$ cat config.mk
export PLATFORM = sky130hd
export DESIGN_NAME = itcm_arb_flat
export DESIGN_NICKNAME = d
export VERILOG_FILES = /design/src/rtl/itcm_arb_pkg.sv /design/src/rtl/itcm_arb_if.sv /design/src/rtl/itcm_rsp_slot.sv /design/src/rtl/itcm_arb.sv /design/src/flat_wrapper.sv
export SDC_FILE = /design/constraint.sdc
export NUM_CORES = 1
export LEC_CHECK = 0
export BUFFER_PORTS_ARGS = -buffer_cell sky130_fd_sc_hd__clkbuf_2
export CORE_MARGIN = 1
export CORE_UTILIZATION = 47
export CTS_CLUSTER_SIZE = 30
export DETAILED_ROUTE_END_ITERATION = 10
export PLACE_DENSITY_LB_ADDON = 0.12
export SYNTH_ARGS = -nofsm -noshare
export SYNTH_HDL_FRONTEND = slang
export SYNTH_HIERARCHICAL = 1
export SYNTH_SLANG_ARGS = --single-unit
$ cat constraint.sdc
create_clock -name clk -period 1.9 [get_ports clk]
set_input_delay 0.285 -clock clk [delete_from_list [all_inputs] [get_ports clk]]
set_output_delay 0.285 -clock clk [all_outputs]
set_load 0.01 [all_outputs]
$ cat src/rtl/itcm_arb_pkg.sv
// itcm_arb_pkg: shared defaults and types for the instruction-TCM arbiter.
//   PC_SIZE / XLEN_DEF  : default request address and data widths
//   ITCM_AW_DEF         : default TCM word-address width (4096 words)
//   ITCM_BASE_DEF       : default byte base of the TCM window
//   STARVE_MAX_DEF      : default LSU wait limit before it is forced to win
//   arb_state_e         : arbiter priority state
package itcm_arb_pkg;

  localparam int          PC_SIZE        = 32;
  localparam int          XLEN_DEF       = 32;
  localparam int          ITCM_AW_DEF    = 12;
  localparam logic [31:0] ITCM_BASE_DEF  = 32'h0000_0000;
  localparam int          STARVE_MAX_DEF = 4;

  typedef enum logic {
    IFU_PRI   = 1'b0,
    LSU_FORCE = 1'b1
  } arb_state_e;

endpackage

$ cat src/rtl/itcm_arb_if.sv
// itcm_arb_if: one requester channel of the TCM arbiter.
//   req_valid/req_ready/req_addr : read request handshake (byte address)
//   rsp_valid/rsp_ready          : registered response handshake
//   rsp_data/rsp_err             : read word and out-of-window flag
// master = requester side (IFU or LSU), slave = arbiter side.
interface itcm_arb_if
  import itcm_arb_pkg::*;
#(
  parameter int PC_W = PC_SIZE,
  parameter int XLEN = XLEN_DEF
);
  logic            req_valid;
  logic            req_ready;
  logic [PC_W-1:0] req_addr;
  logic            rsp_valid;
  logic            rsp_ready;
  logic [XLEN-1:0] rsp_data;
  logic            rsp_err;

  modport master (
    output req_valid, req_addr, rsp_ready,
    input  req_ready, rsp_valid, rsp_data, rsp_err
  );

  modport slave (
    input  req_valid, req_addr, rsp_ready,
    output req_ready, rsp_valid, rsp_data, rsp_err
  );
endinterface

$ cat src/rtl/itcm_rsp_slot.sv
// itcm_rsp_slot: one-entry registered response buffer.
//   clk, rst        : clock, asynchronous active-high reset
//   load            : capture load_data/load_err and raise rsp_valid
//   flush           : drop the held response (wins over drain)
//   rsp_ready       : consumer takes the response this cycle
//   rsp_valid/data/err : held response
//   free            : slot can accept a load this cycle (empty or draining)
module itcm_rsp_slot #(
  parameter int XLEN = 32
) (
  input  logic            clk,
  input  logic            rst,
  input  logic            load,
  input  logic            flush,
  input  logic [XLEN-1:0] load_data,
  input  logic            load_err,
  input  logic            rsp_ready,
  output logic            rsp_valid,
  output logic [XLEN-1:0] rsp_data,
  output logic            rsp_err,
  output logic            free
);

  assign free = !rsp_valid || rsp_ready;

  always_ff @(posedge clk or posedge rst) begin
    if (rst) begin
      rsp_valid <= 1'b0;
      rsp_data  <= '0;
      rsp_err   <= 1'b0;
    end else begin
      if (flush)          rsp_valid <= 1'b0;
      else if (load)      rsp_valid <= 1'b1;
      else if (rsp_ready) rsp_valid <= 1'b0;
      // Data only changes on a load, so it is stable while waiting for rsp_ready.
      if (load) begin
        rsp_data <= load_data;
        rsp_err  <= load_err;
      end
    end
  end

endmodule

$ cat src/rtl/itcm_arb.sv
// itcm_arb: shares the single-port combinational-read ITCM between the IFU
// fetch path and an LSU read path.
//   clk, rst   : core clock, asynchronous active-high reset
//   ifu        : IFU request/response channel (slave modport)
//   ifu_flush  : drop pending IFU response, block IFU accept this cycle
//   lsu        : LSU request/response channel (slave modport)
//   itcm_addr  : TCM word address
//   itcm_rdata : TCM read data, combinational from itcm_addr
// IFU has priority; an LSU request that waits STARVE_MAX cycles is forced through.
module itcm_arb
  import itcm_arb_pkg::*;
#(
  parameter int              PC_W       = PC_SIZE,
  parameter int              XLEN       = XLEN_DEF,
  parameter int              ITCM_AW    = ITCM_AW_DEF,
  parameter logic [PC_W-1:0] ITCM_BASE  = PC_W'(ITCM_BASE_DEF),
  parameter int              STARVE_MAX = STARVE_MAX_DEF
) (
  input  logic               clk,
  input  logic               rst,
  itcm_arb_if.slave          ifu,
  input  logic               ifu_flush,
  itcm_arb_if.slave          lsu,
  output logic [ITCM_AW-1:0] itcm_addr,
  input  logic [XLEN-1:0]    itcm_rdata
);

  localparam logic [3:0]    STARVE_LIM = 4'(STARVE_MAX);
  localparam logic [PC_W:0] WIN_BYTES  = (PC_W+1)'(1) << (ITCM_AW + 2);

  // Window check as an offset from the base at PC_W+2 bits: the top bit is the
  // borrow (address below base), and the upper bound cannot wrap.
  function automatic logic in_window(input logic [PC_W-1:0] a);
    logic [PC_W+1:0] off;
    off = {2'b00, a} - {2'b00, ITCM_BASE};
    return !off[PC_W+1] && (off[PC_W:0] < WIN_BYTES);
  endfunction

  arb_state_e      state_q, state_d;
  logic [3:0]      starve_cnt, cnt_d;
  logic            free_ifu, free_lsu;
  logic            ifu_ready, lsu_ready;
  logic            acc_ifu, acc_lsu;
  logic [PC_W-1:0] sel_addr;
  logic            sel_ok;
  logic [XLEN-1:0] cap_data;

  always_ff @(posedge clk or posedge rst) begin
    if (rst) begin
      state_q    <= IFU_PRI;
      starve_cnt <= 4'd0;
    end else begin
      state_q    <= state_d;
      starve_cnt <= cnt_d;
    end
  end

  always_comb begin
    ifu_ready = 1'b0;
    lsu_ready = 1'b0;
    state_d   = state_q;
    cnt_d     = starve_cnt;
    case (state_q)
      IFU_PRI: begin
        ifu_ready = free_ifu && !ifu_flush;
        lsu_ready = free_lsu && !(ifu.req_valid && ifu_ready);
      end
      LSU_FORCE: begin
        lsu_ready = free_lsu;
        ifu_ready = free_ifu && !ifu_flush && !lsu.req_valid;
      end
    endcase
    acc_ifu = ifu.req_valid && ifu_ready;
    acc_lsu = lsu.req_valid && lsu_ready;

    if (!lsu.req_valid || acc_lsu)  cnt_d = 4'd0;
    else if (starve_cnt != STARVE_LIM) cnt_d = starve_cnt + 4'd1;

    // Switching on the updated count makes the LSU win in the cycle right
    // after its STARVE_MAX-th lost cycle.
    case (state_q)
      IFU_PRI:   if (cnt_d == STARVE_LIM) state_d = LSU_FORCE;
      LSU_FORCE: if (acc_lsu || !lsu.req_valid) state_d = IFU_PRI;
    endcase
  end

  assign ifu.req_ready = ifu_ready;
  assign lsu.req_ready = lsu_ready;

  assign sel_addr  = acc_lsu ? lsu.req_addr : ifu.req_addr;
  assign itcm_addr = sel_addr[ITCM_AW+1:2];
  assign sel_ok    = in_window(sel_addr);
  assign cap_data  = sel_ok ? itcm_rdata : '0;

  itcm_rsp_slot #(.XLEN(XLEN)) u_ifu_slot (
    .clk       (clk),
    .rst       (rst),
    .load      (acc_ifu),
    .flush     (ifu_flush),
    .load_data (cap_data),
    .load_err  (!sel_ok),
    .rsp_ready (ifu.rsp_ready),
    .rsp_valid (ifu.rsp_valid),
    .rsp_data  (ifu.rsp_data),
    .rsp_err   (ifu.rsp_err),
    .free      (free_ifu)
  );

  itcm_rsp_slot #(.XLEN(XLEN)) u_lsu_slot (
    .clk       (clk),
    .rst       (rst),
    .load      (acc_lsu),
    .flush     (1'b0),
    .load_data (cap_data),
    .load_err  (!sel_ok),
    .rsp_ready (lsu.rsp_ready),
    .rsp_valid (lsu.rsp_valid),
    .rsp_data  (lsu.rsp_data),
    .rsp_err   (lsu.rsp_err),
    .free      (free_lsu)
  );

endmodule

$ cat src/flat_wrapper.sv
// flat-port wrapper written by rule: the top's interface ports become plain ports
module itcm_arb_flat import itcm_arb_pkg::*;
#(
  parameter int              PC_W       = PC_SIZE,
  parameter int              XLEN       = XLEN_DEF,
  parameter int              ITCM_AW    = ITCM_AW_DEF,
  parameter logic [PC_W-1:0] ITCM_BASE  = PC_W'(ITCM_BASE_DEF),
  parameter int              STARVE_MAX = STARVE_MAX_DEF
)
  (clk, rst, ifu_flush, itcm_addr, itcm_rdata, ifu_req_valid, ifu_req_addr, ifu_rsp_ready, ifu_req_ready, ifu_rsp_valid, ifu_rsp_data, ifu_rsp_err, lsu_req_valid, lsu_req_addr, lsu_rsp_ready, lsu_req_ready, lsu_rsp_valid, lsu_rsp_data, lsu_rsp_err);
  itcm_arb_if #(.PC_W(PC_W), .XLEN(XLEN)) ifu_i ();
  itcm_arb_if #(.PC_W(PC_W), .XLEN(XLEN)) lsu_i ();
  input  logic clk;
  input  logic rst;
  input  logic ifu_flush;
  output logic [ITCM_AW-1:0] itcm_addr;
  input  logic [XLEN-1:0] itcm_rdata;
  input wire logic [$bits(ifu_i.req_valid)-1:0] ifu_req_valid;
  input wire logic [$bits(ifu_i.req_addr)-1:0] ifu_req_addr;
  input wire logic [$bits(ifu_i.rsp_ready)-1:0] ifu_rsp_ready;
  output wire logic [$bits(ifu_i.req_ready)-1:0] ifu_req_ready;
  output wire logic [$bits(ifu_i.rsp_valid)-1:0] ifu_rsp_valid;
  output wire logic [$bits(ifu_i.rsp_data)-1:0] ifu_rsp_data;
  output wire logic [$bits(ifu_i.rsp_err)-1:0] ifu_rsp_err;
  input wire logic [$bits(lsu_i.req_valid)-1:0] lsu_req_valid;
  input wire logic [$bits(lsu_i.req_addr)-1:0] lsu_req_addr;
  input wire logic [$bits(lsu_i.rsp_ready)-1:0] lsu_rsp_ready;
  output wire logic [$bits(lsu_i.req_ready)-1:0] lsu_req_ready;
  output wire logic [$bits(lsu_i.rsp_valid)-1:0] lsu_rsp_valid;
  output wire logic [$bits(lsu_i.rsp_data)-1:0] lsu_rsp_data;
  output wire logic [$bits(lsu_i.rsp_err)-1:0] lsu_rsp_err;
  assign ifu_i.req_valid = ifu_req_valid;
  assign ifu_i.req_addr = ifu_req_addr;
  assign ifu_i.rsp_ready = ifu_rsp_ready;
  assign ifu_req_ready = ifu_i.req_ready;
  assign ifu_rsp_valid = ifu_i.rsp_valid;
  assign ifu_rsp_data = ifu_i.rsp_data;
  assign ifu_rsp_err = ifu_i.rsp_err;
  assign lsu_i.req_valid = lsu_req_valid;
  assign lsu_i.req_addr = lsu_req_addr;
  assign lsu_i.rsp_ready = lsu_rsp_ready;
  assign lsu_req_ready = lsu_i.req_ready;
  assign lsu_rsp_valid = lsu_i.rsp_valid;
  assign lsu_rsp_data = lsu_i.rsp_data;
  assign lsu_rsp_err = lsu_i.rsp_err;
  itcm_arb #(.PC_W(PC_W), .XLEN(XLEN), .ITCM_AW(ITCM_AW), .ITCM_BASE(ITCM_BASE), .STARVE_MAX(STARVE_MAX)) u_core (.clk(clk), .rst(rst), .ifu(ifu_i), .ifu_flush(ifu_flush), .lsu(lsu_i), .itcm_addr(itcm_addr), .itcm_rdata(itcm_rdata));
endmodule
==> impl_metrics.yaml <==
run_status:
  outcome: "finished with violations"
  violations: "negative setup slack"
floorplan:
  fp.coreArea_sq_mm: 0.00781
  fp-row-count: 32
  die_h_um: 92.1
  fp.dieArea_sq_mm: 0.00848
  initial_core_util: 0.489
  io_pins: 185
  fp.dieW_um: 92.1
setup_path:
  r2r-start: "u_core/u_ifu_slot/rsp_valid"
  timing.critical_path.to: "itcm_addr[11]"
  r2r_cells: 9
  start_kind: "flip-flop"
  cp.required_ns: 1.62
  rrSetupSlack_ns: -0.17
  arrival_ns: 1.79
  crit_path_start: "u_core/u_ifu_slot/rsp_valid"
  worst-path-max-fanout: 6
  path_class: "flip-flop to output port"
  r2r-end: "u_core/u_lsu_slot/rsp_data[10]"
  critPathCaptureType: "output port"
grt:
  grt_usage: 0.244
  grt_overflow: 0
  grt_first_pass_wirelength_um: 15700
  antenna_found_initial: 0
  grt_pass1_vias: 3095
  grt_max_degree: 27
clocking:
  cts.sinks: 73
  cts-root-buf: "clkbuf_8"
  cts_tree: "built"
  insertion_delay_ns: 0.33
  cts_buffers: 9
  h-tree-depth: 3
  cts_max_path_buffers: 2
  clk_pin_slew_ns: 0.07
cells_and_area:
  syn2layout_area_growth_pct: 46.6
  drive_gt1_frac: 0.726
  antenna_cells: 0
  layout.nets: 574
route:
  drtIter0Drc: 74
  drc: 0
  first_pass_iters: 4
  num_vias: 2887
  drt_wl_total_um: 10300
  via_per_inst: 5.01
  drtAntennaViolNets: 0
  wl_per_cell_um: 17.9
timing:
  fin_tns_setup_ns: -10.16
  finalWorstSetupSlack_ns: -0.171
  rsz0062_at_grt: "true"
  finClkSkew_ns: 0.00666
  setup_viol: 78
  worst_hold_slack_ns: 0.144
  min_period_ns: 2.07
  slew_viol_final: 0
  hold_viol: 0
  period_share: 1.09
  fmax_mhz: 483
synthesis:
  syn-num-nets: 363
  synthCells: 258
  ys_warn_count: 6
  yosysSeqAreaShare: 0.479
  ys_seq_elements: 73
  syn_area_per_cell_sq_um: 14.8
  ys_types: 31
  synthArstFlopShare: 1.00
  syn_area_sq_mm: 0.00381
  synth_edf_count: 0
  ys.flop_type: "dfrtp_1"
place:
  place_hpwl_um: 7130
  pre_cts_slack_ns: -0.127
  io_buffers: 180
  gp_congestion: 0.816
flow_run:
  cap_violations: 0
pwr:
  p_per_area_mw_per_mm2: 601
  fin_total_pwr_mw: 3.36
  ir_worst_vdd_v: 0.000322
  p_leak_nw: 3.03
worst_hold_path:
  holdCritPathClass: "input pin to flip-flop"
per-stage QoR:
stage           util  cell area, sq um  instances
2_1_floorplan      -              3810        258
3_3_place_gp   0.628              4900        547
3_5_place_dp   0.628              4900        547
4_1_cts        0.678              5290        571
5_1_grt        0.716              5590        576
6_report       0.716              5590        576
repair_timing:
| item | 4_1_cts | 5_1_grt |
|---|---|---|
| setup endpoints to repair | 33 | 78 |
| endpoints found under the hold margin | 27 | 0 |
| cloned | 0 | 3 |
| hold buffers | 1 | 0 |
| resized for setup | 27 | 38 |
| pin swaps | 5 | 13 |
| setup buffers | 7 | 2 |
cell usage in the layout (no fill, tap or decap), drive strengths merged, types with 3 or more instances in the layout:
| cell | count |
|---|---|
| clkinv | 3 |
| inv | 9 |
| nor2 | 9 |
| a21boi | 32 |
| buf | 35 |
| nor4 | 8 |
| o21ai | 3 |
| nand2b | 3 |
| a21oi | 5 |
| nand2 | 4 |
| clkbuf | 190 |
| mux2 | 78 |
| dfrtp | 73 |
how the worst min path moves through the flow:
stage | start | end | depth (start not counted)
final | ifu_flush | u_core/u_ifu_slot/rsp_valid | 2
after global routing | ifu_flush | u_core/u_ifu_slot/rsp_valid | 2
after detailed placement | rst | u_core/starve_cnt[1] | 2
after floorplan | rst | u_core/starve_cnt[0] | 1
after CTS | ifu_flush | u_core/u_ifu_slot/rsp_valid | 2
after global placement | rst | u_core/starve_cnt[3] | 2
area by class of cell:
class | count | area, sq um
Sequential cell | 73 | 1830
Clock inverter | 5 | 78.8
Multi-Input combinational cell | 161 | 2000
Inverter | 9 | 33.8
Fill cell | 575 | 2220
Tap cell | 102 | 128
Clock buffer | 11 | 141
Timing Repair Buffer | 215 | 1380
metal layers:
| metal | vias up | share of wire | wire, um | track usage |
|---|---|---|---|---|
| met5 | - | 0 | 0 | 0 |
| met3 | 19 | 0.047 | 485 | 0.0448 |
| met2 | 133 | 0.53 | 5520 | 0.434 |
| met1 | 1395 | 0.39 | 4050 | 0.285 |
| met4 | 0 | 0.025 | 263 | 0.107 |
| li1 | 1340 | - | - | - |
critical path, stage by stage, from the launching register on:
cell and delay (ns):
dfrtp_1 0.35, nand2b_1 0.07, and4bb_2 0.25, nor2_4 0.19, buf_6 0.16, mux2_4 0.30, clkbuf_2 0.13
synthesized netlist by cell type (3+ instances only):
cell / instances / area, sq um
nor4_1: 8 / 50.1
a21boi_2: 30 / 338
a21oi_1: 5 / 25.0
buf_6: 5 / 56.3
buf_2: 4 / 20.0
mux2_4: 58 / 871
dfrtp_1: 73 / 1830
buf_12: 6 / 120
mux2_2: 20 / 225
nand2_1: 4 / 15.0
nand2b_1: 3 / 18.8
nor2_1: 8 / 30.0
inv_1: 9 / 33.8
flip-flops by register name, summed over array words and instances (netlist names):
signal / flops
u_core/u_ifu_slot/rsp_err: 1
u_core/u_ifu_slot/rsp_valid: 1
u_core/state_q: 1
u_core/starve_cnt: 4
u_core/u_lsu_slot/rsp_data: 32
u_core/u_lsu_slot/rsp_valid: 1
u_core/u_lsu_slot/rsp_err: 1
u_core/u_ifu_slot/rsp_data: 32
cell families after synthesis:
family | Yosys count | synth area share
compound gates | 41 | 0.106
buf+inv | 24 | 0.0603
mux | 78 | 0.287
fa+ha+maj | 2 | 0.00656
xor+xnor | 1 | 0.00230
other cells | 1 | 0.000983
simple gates | 38 | 0.0581
flops | 73 | 0.479
report_power, final:
group	internal (mW)	switching, mW	total, mW
Sequential	1.56	0.00421	1.56
Clock	0.774	0.568	1.34
Combinational	0.256	0.199	0.455
Total	2.59	0.772	3.36
Power figures use the tool's default switching activity.
